## src/rtl/fb_pkg.sv

```systemverilog
// Shared types and widths for the FBCPU program loader controller.
package fb_pkg;

    localparam int FB_ADDR_W = 6;
    localparam int FB_DATA_W = 10;
    localparam int FB_CYC_W  = 16;

    typedef enum logic [1:0] {
        ST_IDLE    = 2'd0,
        ST_LOAD    = 2'd1,
        ST_RELEASE = 2'd2,
        ST_RUN     = 2'd3
    } fb_ldr_state_t;

endpackage

```

## src/rtl/fb_loader_ctrl_ram_mux.sv

```systemverilog
// RAM port selector: the registered loader write, or the FBCPU port
// passed through combinationally while the CPU runs.
module fb_ram_mux
    import fb_pkg::*;
#(
    parameter int ADDRESS_WIDTH = FB_ADDR_W,
    parameter int DATA_WIDTH    = FB_DATA_W
) (
    input  logic                     sel_cpu,
    input  logic [ADDRESS_WIDTH-1:0] ldr_addr,
    input  logic                     ldr_we,
    input  logic [DATA_WIDTH-1:0]    ldr_wdata,
    input  logic [ADDRESS_WIDTH-1:0] cpu_addr,
    input  logic                     cpu_we,
    input  logic [DATA_WIDTH-1:0]    cpu_wdata,
    output logic [ADDRESS_WIDTH-1:0] ram_addr,
    output logic                     ram_we,
    output logic [DATA_WIDTH-1:0]    ram_wdata
);

    // Same-cycle CPU path when selected; loader registers otherwise.
    always_comb begin
        if (sel_cpu) begin
            ram_addr  = cpu_addr;
            ram_we    = cpu_we;
            ram_wdata = cpu_wdata;
        end else begin
            ram_addr  = ldr_addr;
            ram_we    = ldr_we;
            ram_wdata = ldr_wdata;
        end
    end

endmodule

```

## src/rtl/fb_loader_ctrl.sv

```systemverilog
// FBCPU loader/sequencer: holds the CPU in reset, streams a program image
// into RAM, releases the CPU and counts run cycles.
// Optional feature macro: FB_WATCHDOG_EN (run-cycle watchdog with sticky timeout).
module fb_loader_ctrl
    import fb_pkg::*;
#(
    parameter int                    ADDRESS_WIDTH = FB_ADDR_W,
    parameter int                    DATA_WIDTH    = FB_DATA_W,
    parameter logic [FB_CYC_W-1:0]   WDOG_LIMIT    = 16'd1000
) (
    input  logic                     clk,
    input  logic                     rst,
    input  logic                     load_start,
    input  logic                     load_valid,
    input  logic [DATA_WIDTH-1:0]    load_data,
    input  logic                     load_last,
    output logic                     load_ready,
    output logic                     cpu_rst,
    input  logic [ADDRESS_WIDTH-1:0] cpu_mar,
    input  logic                     cpu_ramwr,
    input  logic [DATA_WIDTH-1:0]    cpu_mdrin,
    output logic [ADDRESS_WIDTH-1:0] ram_addr,
    output logic                     ram_we,
    output logic [DATA_WIDTH-1:0]    ram_wdata,
    output logic                     busy,
    output logic                     running,
    output logic [FB_CYC_W-1:0]      run_cycles,
    output logic                     timeout
);

    localparam logic [ADDRESS_WIDTH-1:0] ADDR_LAST = '1;
    localparam logic [FB_CYC_W-1:0]      CYC_MAX   = '1;
    localparam logic [FB_CYC_W-1:0]      WDOG_LAST = WDOG_LIMIT - FB_CYC_W'(1);

    // A zero limit would make the watchdog compare wrap around.
    if (WDOG_LIMIT == '0) begin : g_bad_wdog_limit
        $error("fb_loader_ctrl: WDOG_LIMIT must be nonzero");
    end

    fb_ldr_state_t              state_q, state_d;
    logic [ADDRESS_WIDTH-1:0]   addr_q, addr_d;
    logic [FB_CYC_W-1:0]        run_cycles_q, run_cycles_d;
    logic                       wr_we_q, wr_we_d;
    logic [ADDRESS_WIDTH-1:0]   wr_addr_q, wr_addr_d;
    logic [DATA_WIDTH-1:0]      wr_data_q, wr_data_d;
    logic                       handshake;
`ifdef FB_WATCHDOG_EN
    logic                       timeout_q, timeout_d;
`endif

    assign handshake = (state_q == ST_LOAD) && load_valid;

    // Next-state, address counter, run counter and registered loader write.
    always_comb begin
        state_d      = state_q;
        addr_d       = addr_q;
        run_cycles_d = run_cycles_q;
        wr_we_d      = 1'b0;
        wr_addr_d    = wr_addr_q;
        wr_data_d    = wr_data_q;
`ifdef FB_WATCHDOG_EN
        timeout_d    = timeout_q;
`endif
        if (load_start) begin
            // A new load wins over everything, including a word offered the same cycle.
            state_d      = ST_LOAD;
            addr_d       = '0;
            run_cycles_d = '0;
`ifdef FB_WATCHDOG_EN
            timeout_d    = 1'b0;
`endif
        end else begin
            unique case (state_q)
                ST_IDLE: begin
                end
                ST_LOAD: begin
                    if (handshake) begin
                        wr_we_d   = 1'b1;
                        wr_addr_d = addr_q;
                        wr_data_d = load_data;
                        // Counter holds at the top address so a full image never wraps.
                        if (load_last || (addr_q == ADDR_LAST)) begin
                            state_d = ST_RELEASE;
                        end else begin
                            addr_d = addr_q + ADDRESS_WIDTH'(1);
                        end
                    end
                end
                ST_RELEASE: begin
                    state_d = ST_RUN;
                end
                ST_RUN: begin
                    if (run_cycles_q != CYC_MAX) begin
                        run_cycles_d = run_cycles_q + FB_CYC_W'(1);
                    end
`ifdef FB_WATCHDOG_EN
                    if (run_cycles_q == WDOG_LAST) begin
                        state_d   = ST_IDLE;
                        timeout_d = 1'b1;
                    end
`endif
                end
                default: begin
                    state_d = ST_IDLE;
                end
            endcase
        end
    end

    // State and counter registers with asynchronous active-low reset.
    always_ff @(posedge clk or negedge rst) begin
        if (!rst) begin
            state_q      <= ST_IDLE;
            addr_q       <= '0;
            run_cycles_q <= '0;
            wr_we_q      <= 1'b0;
            wr_addr_q    <= '0;
            wr_data_q    <= '0;
        end else begin
            state_q      <= state_d;
            addr_q       <= addr_d;
            run_cycles_q <= run_cycles_d;
            wr_we_q      <= wr_we_d;
            wr_addr_q    <= wr_addr_d;
            wr_data_q    <= wr_data_d;
        end
    end

`ifdef FB_WATCHDOG_EN
    // Sticky watchdog flag, cleared only by the next load_start.
    always_ff @(posedge clk or negedge rst) begin
        if (!rst) begin
            timeout_q <= 1'b0;
        end else begin
            timeout_q <= timeout_d;
        end
    end

    assign timeout = timeout_q;
`else
    assign timeout = 1'b0;
`endif

    // cpu_rst drops only in RUN, and rises immediately when a load aborts the run.
    assign cpu_rst    = (state_q != ST_RUN) || load_start;
    assign load_ready = (state_q == ST_LOAD);
    assign busy       = (state_q == ST_LOAD) || (state_q == ST_RELEASE);
    assign running    = (state_q == ST_RUN);
    assign run_cycles = run_cycles_q;

    fb_ram_mux #(
        .ADDRESS_WIDTH (ADDRESS_WIDTH),
        .DATA_WIDTH    (DATA_WIDTH)
    ) u_ram_mux (
        .sel_cpu   (running),
        .ldr_addr  (wr_addr_q),
        .ldr_we    (wr_we_q),
        .ldr_wdata (wr_data_q),
        .cpu_addr  (cpu_mar),
        .cpu_we    (cpu_ramwr),
        .cpu_wdata (cpu_mdrin),
        .ram_addr  (ram_addr),
        .ram_we    (ram_we),
        .ram_wdata (ram_wdata)
    );

endmodule

```

## config.mk

```make
export PLATFORM = sky130hd
export DESIGN_NAME = fb_loader_ctrl
export DESIGN_NICKNAME = d
export VERILOG_FILES = /design/src/rtl/fb_pkg.sv /design/src/rtl/fb_loader_ctrl_ram_mux.sv /design/src/rtl/fb_loader_ctrl.sv
export SDC_FILE = /design/constraint.sdc
export NUM_CORES = 1
export LEC_CHECK = 0
export ABC_AREA = 0
export CAP_MARGIN = 20
export CORE_MARGIN = 3
export CORE_UTILIZATION = 23
export DETAILED_ROUTE_END_ITERATION = 10
export GPL_TIMING_DRIVEN = 0
export HOLD_SLACK_MARGIN = 0.15
export PLACE_DENSITY = 0.45
export SYNTH_ARGS = -nofsm -noshare
export SYNTH_HDL_FRONTEND = slang
export SYNTH_SLANG_ARGS = --single-unit
```

## constraint.sdc

```tcl
create_clock -name clk -period 2.3 [get_ports clk]
set_input_delay 0.23 -clock clk [delete_from_list [all_inputs] [get_ports clk]]
set_output_delay 0.23 -clock clk [all_outputs]
set_load 0.02 [all_outputs]
```

== Word-level counts from Yosys, hierarchy flattened ==
Cells that the tools add are included.

* Register bits after elaboration: 41
* Output and inout bits: 38

* Mux-type cells: 17
* Reduce and logical (&&, ||, !) cells: 13
* Equal/unequal tests: 9
* Add/sub/neg operators: 2
* Bitwise operators: 1

{| class="wikitable"
|+ Operator list
! kind !! number
|-
| 16-bit 2-to-1 mux || 3
|-
| 6-bit 2-to-1 mux || 5
|-
| 16-bit by 1-bit adder with 16-bit output, second input constant || 1
|-
| 16-bit inequality test, second input constant || 1
|-
| 10-bit 2-to-1 mux || 1
|-
| 3-bit AND reduction || 3
|-
| 2-bit nonzero test || 4
|-
| 6-bit by 1-bit adder with 6-bit output, second input constant || 1
|-
| 6-bit == test, second input constant || 1
|-
| 2-bit 2-to-1 mux || 3
|-
| 3-bit by 2-bit inequality test with 1-bit output, second input constant || 2
|-
| 2-bit == test, second input constant || 2
|-
| 1-bit 2-to-1 mux || 4
|-
| 2-bit inequality test, second input constant || 2
|-
| 2-bit one-hot mux with 2 select lines || 1
|-
| 1-bit logical OR || 3
|-
| 3-bit nonzero test || 1
|-
| 2-bit by 1-bit == test with 1-bit output, second input constant || 1
|-
| 2-bit AND reduction || 1
|-
| 1-bit logical AND || 1
|-
| 1-bit inverter || 1
|}

== Depth between registers and ports, before layout ==
* Depth after elaboration: 6
* Gate-level depth with buffers: 6

== Cells and area by module ==
From an unflattened synthesis, not the netlist that was laid out.

* Cells, all modules: 237
* Area, all modules: 2,285.9 µm²

{| class="wikitable"
|+ Modules (own cells, without submodules)
! module !! area each (µm²) !! sequential area each (µm²) !! cells each !! times used
|-
| fb_loader_ctrl || 2,025.7 || 1,026.0 || 218 || 1
|-
| fb_ram_mux || 260.2 || 0.0 || 19 || 1
|}

== Least setup slack after synthesis ==
No wires, ideal clock.

* Path kind: register to output
* Start point: reg state_q[1]
* End point: out ram_addr[4]
* Setup slack: 0.329 ns
* Data arrival time: 1.741 ns
* Cell stages (with the launch flop): 5
* Data required time: 2.070 ns
* Cells stage by stage: dfrtp_1 -> ha_1 -> buf_1 -> buf_2 -> mux2_2

* Longest elaborated chain between the ends: 2

{| class="wikitable"
|+ Ends and longest elaborated chain
! element !! line !! source
|-
| start: declaration || fb_loader_ctrl.sv:40 || <nowiki>fb_ldr_state_t state_q, state_d;</nowiki>
|-
| start signal: assignment || fb_loader_ctrl.sv:120 || <nowiki>state_q <= state_d;</nowiki>
|-
| 2-bit == test || fb_loader_ctrl.sv:148 || <nowiki>assign running = (state_q == ST_RUN);</nowiki>
|-
| named net running || fb_loader_ctrl.sv:26 || <nowiki>output logic running,</nowiki>
|-
| 6-bit 2-to-1 mux || fb_loader_ctrl_ram_mux.sv:23 || <nowiki>if (sel_cpu) begin</nowiki>
|-
| end: declaration || fb_loader_ctrl.sv:22 || <nowiki>output logic [ADDRESS_WIDTH-1:0] ram_addr,</nowiki>
|}

The timed path passes the listed nets, and every way through them passes these cells.

== Worst setup path after layout ==
* Start point: reg state_q[0]
* End point: out ram_wdata[9]

* Longest elaborated chain between the ends: 2

{| class="wikitable"
|+ Ends and longest elaborated chain
! element !! line !! source
|-
| 2-bit == test || fb_loader_ctrl.sv:148 ||
|-
| 10-bit 2-to-1 mux || fb_loader_ctrl_ram_mux.sv:23 ||
|-
| end: declaration || fb_loader_ctrl.sv:24 || <nowiki>output logic [DATA_WIDTH-1:0] ram_wdata,</nowiki>
|}

No other way between the ends.

==> impl_metrics.toml <==
[clock_network]
clock_tree.buffer_depth = 2
root_buffer = "clkbuf_8"
cts_tree = "done"
numCtsBuffers = 5
clk_pin_slew_ps = 80
clk-insertion-delay-late_ps = 290
clkSinkCount = 41
cts_max_level = 2

[routing]
vias = 1846
drt_iter0_markers = 62
wl_per_cell_um = 13.6
routed_wirelength_um = 5620
viasPerCell = 4.47
drcViolationCount = 0
firstDrtPassIters = 4
ant_nets = 0

[synthesis]
synth_area_per_cell_sq_um = 10.8
synth_seq_area_share_pct = 46.8
syn_area_sq_mm = 0.00219
syn-num-nets = 240
synthCells = 203
ys_seq_elements = 41
synth_ff_type = "dfrtp_1"
ys_warn_count = 0
synthDistinctLibCells = 39
synth_edf_count = 0
async_reset_ff_share_pct = 100

[placed_design]
place_congestion = 0.757
hpwl_um = 4060
portBuffers = 67
dp_cells = 400

[global_routing]
grt_pass1_wl_um = 9610
grt-ovfl-total = 0
top_usage_layer = "met2"
grt_max_degree = 33
grt_pass1_vias = 1900
antenna_found_initial = 0
gr-usage-all-layers_pct = 10.9
grtUsageMet1_pct = 15.0
use_met3_pct = 3.74
use_met2_pct = 16.4

[worst_setup_path]
cp.arrival_ps = 1940
startpoint = "state_q[0]$_DFFE_PN0P_"
crit_type = "flop to output port"
cp-end-kind = "output port"
path_max_fanout = 10
cp_slowest_stage_delay_ps = 550
required_ps = 2070
r2r_start = "state_q[1]$_DFFE_PN0P_"
slowest_stage = "clkdlybuf4s50_1"
startpoint_type = "flop"
r2r_cells = 7
crit_path_cell_trace = "ha_4 > buf_6 > mux2_2 > clkdlybuf4s50_1"

[timing]
holdWs_ps = 336
period_needed_ps = 2170
hold_viol_final = 0
setup_viol = 0
finalCritPeriodShare_pct = 94.3
fin_setup_tns_ps = 0
relSlewSlack_pct = 62.5
clock_skew_ps = 4.70
tightest_slew_ps = 563
rsz0062_at_grt = "no"
fmaxAchievable_mhz = 461
finalMaxSlewViolations = 0

[layout]
nFillCells = 956
utilization_pct = 34.4
multi_input_area_sq_mm = 0.00112
instances_no_fill = 413
area_growth_pct = 45.0
final_cell_mix = "clkdlybuf4s50_1, dfrtp_1, mux2_2, a21oi_1, nand2_1"
final_common_cell = "clkdlybuf4s50_1"
nets = 320
regArea_sq_mm = 0.00103
drive_gt1_share_pct = 19.7
diodes = 0

[status]
status = "finished, final reports clean"

[power]
vdd.ir_drop.worst_mv = 0.254
p_leak_uw = 0.00128
p_switching_uw = 593
clkPwrFrac_pct = 23.9
internal-power_uw = 1350
seq_power_share_pct = 43.2
p_per_area_mw_per_mm2 = 611
comb_power_share_pct = 32.9
sw_frac_of_total_pct = 30.5
total_power_uw = 1940

[min_path]
hp-class = "primary input to asynchronous set/reset pin"

[die]
dieArea_sq_mm = 0.0107
initial_utilization_pct = 23.8
die_x_um = 104
pin_count = 70
die_h_um = 104
rows = 35
core_area_sq_mm = 0.00924

[job]
cap_violations = 0
[synthesized netlist by cell type (2+ instances only)]
cell,n,share of area [%]
dfrtp_1,41,47
mux2_2,33,17
a21oi_1,20,4.6
nand2_1,11,1.9
nor2_1,9,1.5
o21ai_1,7,1.6
or3_1,7,2.0
nand3_1,6,1.4
nand4_1,6,1.7
ha_1,5,2.9
inv_1,5,0.86
o31ai_1,5,1.7
or4_1,5,1.7
clkbuf_1,4,0.68
nor3_1,4,0.91
o21ai_0,3,0.68
a31o_2,2,0.80
and2_1,2,0.57
and3_1,2,0.57
and4_1,2,0.80
and4b_1,2,0.91
buf_2,2,0.46
mux2i_1,2,0.91
nand2b_1,2,0.57
xor2_1,2,0.80
[registers in the layout, summed over array words and instances (netlist names)]
name,cells
wr_data_q,10
state_q,2
wr_we_q,1
run_cycles,16
addr_q,6
wr_addr_q,6
[worst paths after layout]
check / endpoint / slack [ps]
max in group asynchronous: wr_data_q[9]$_DFFE_PN0P_ / 1510
setup reg to reg: wr_addr_q[5]$_DFFE_PN0P_ / 290
setup / recovery: ram_wdata[9] / 130
min in group clk: state_q[0]$_DFFE_PN0P_ / 470
hold reg to reg: wr_data_q[3]$_DFFE_PN0P_ / 510
hold / removal: run_cycles[8]$_DFFE_PN0P_ / 340
[power by group through the flow]
stage | combinational [uW] | sequential, uW | clock [uW]
final | 639 | 840 | 464
after global routing | 698 | 851 | 521
after CTS | 646 | 840 | 495
after detailed placement | 656 | 854 | 0
after global placement | 652 | 856 | 0
after floorplan | 365 | 843 | 0
[worst max-delay path, delay by kind of cell, from the launching register on]
kind | cells | cell delay (ps)
adders and majority gates | 1 | 190
buffers and inverters | 2 | 720
DFF | 1 | 390
muxes | 1 | 340
[cells by family after synthesis]
| group | after synthesis | synth area share (%) |
|---|---|---|
| other | 1 | 0.171 |
| AO/OA/AOI/OAI | 42 | 12.1 |
| buffers and inverters | 14 | 3.02 |
| AND/OR/NAND/NOR | 62 | 16.1 |
| flip-flops | 41 | 46.8 |
| adder cells (fa/ha/maj) | 5 | 2.85 |
| XOR/XNOR | 3 | 1.20 |
| multiplexers | 35 | 17.8 |
[what timing repair did]
item                                    CTS  global route
resized for setup                        16             1
endpoints found under the setup margin   18            10
hold endpoints to repair                 41             0
pin swaps                                 0             1
setup buffers                             2             2
hold buffers                              1             0
[per-layer routing]
metal | vias to the layer above | wire [um]
li1 | 911 | -
met1 | 871 | 2780
met2 | 57 | 2400
met3 | 7 | 377
met4 | 0 | 65
met5 | - | 0
[cell type report]
cell class                      count  share of cell area (%)
Multi-Input combinational cell    148                    35.2
Sequential cell                    41                    32.2
Timing Repair Buffer               73                    22.5
Tap cell                          129                    5.07
Clock buffer                        8                    2.52
Buffer                              9                    1.93
Inverter                            5                   0.590
[stage by stage]
step	worst slack [ps]	instance area, sq um
4_1_cts	51.7	3160
3_3_place_gp	-551	3030
2_1_floorplan	329	2190
3_5_place_dp	-511	3040
6_report	131	3180
5_1_grt	20.0	3180
Note: power is estimated with default switching activity, not from simulation.
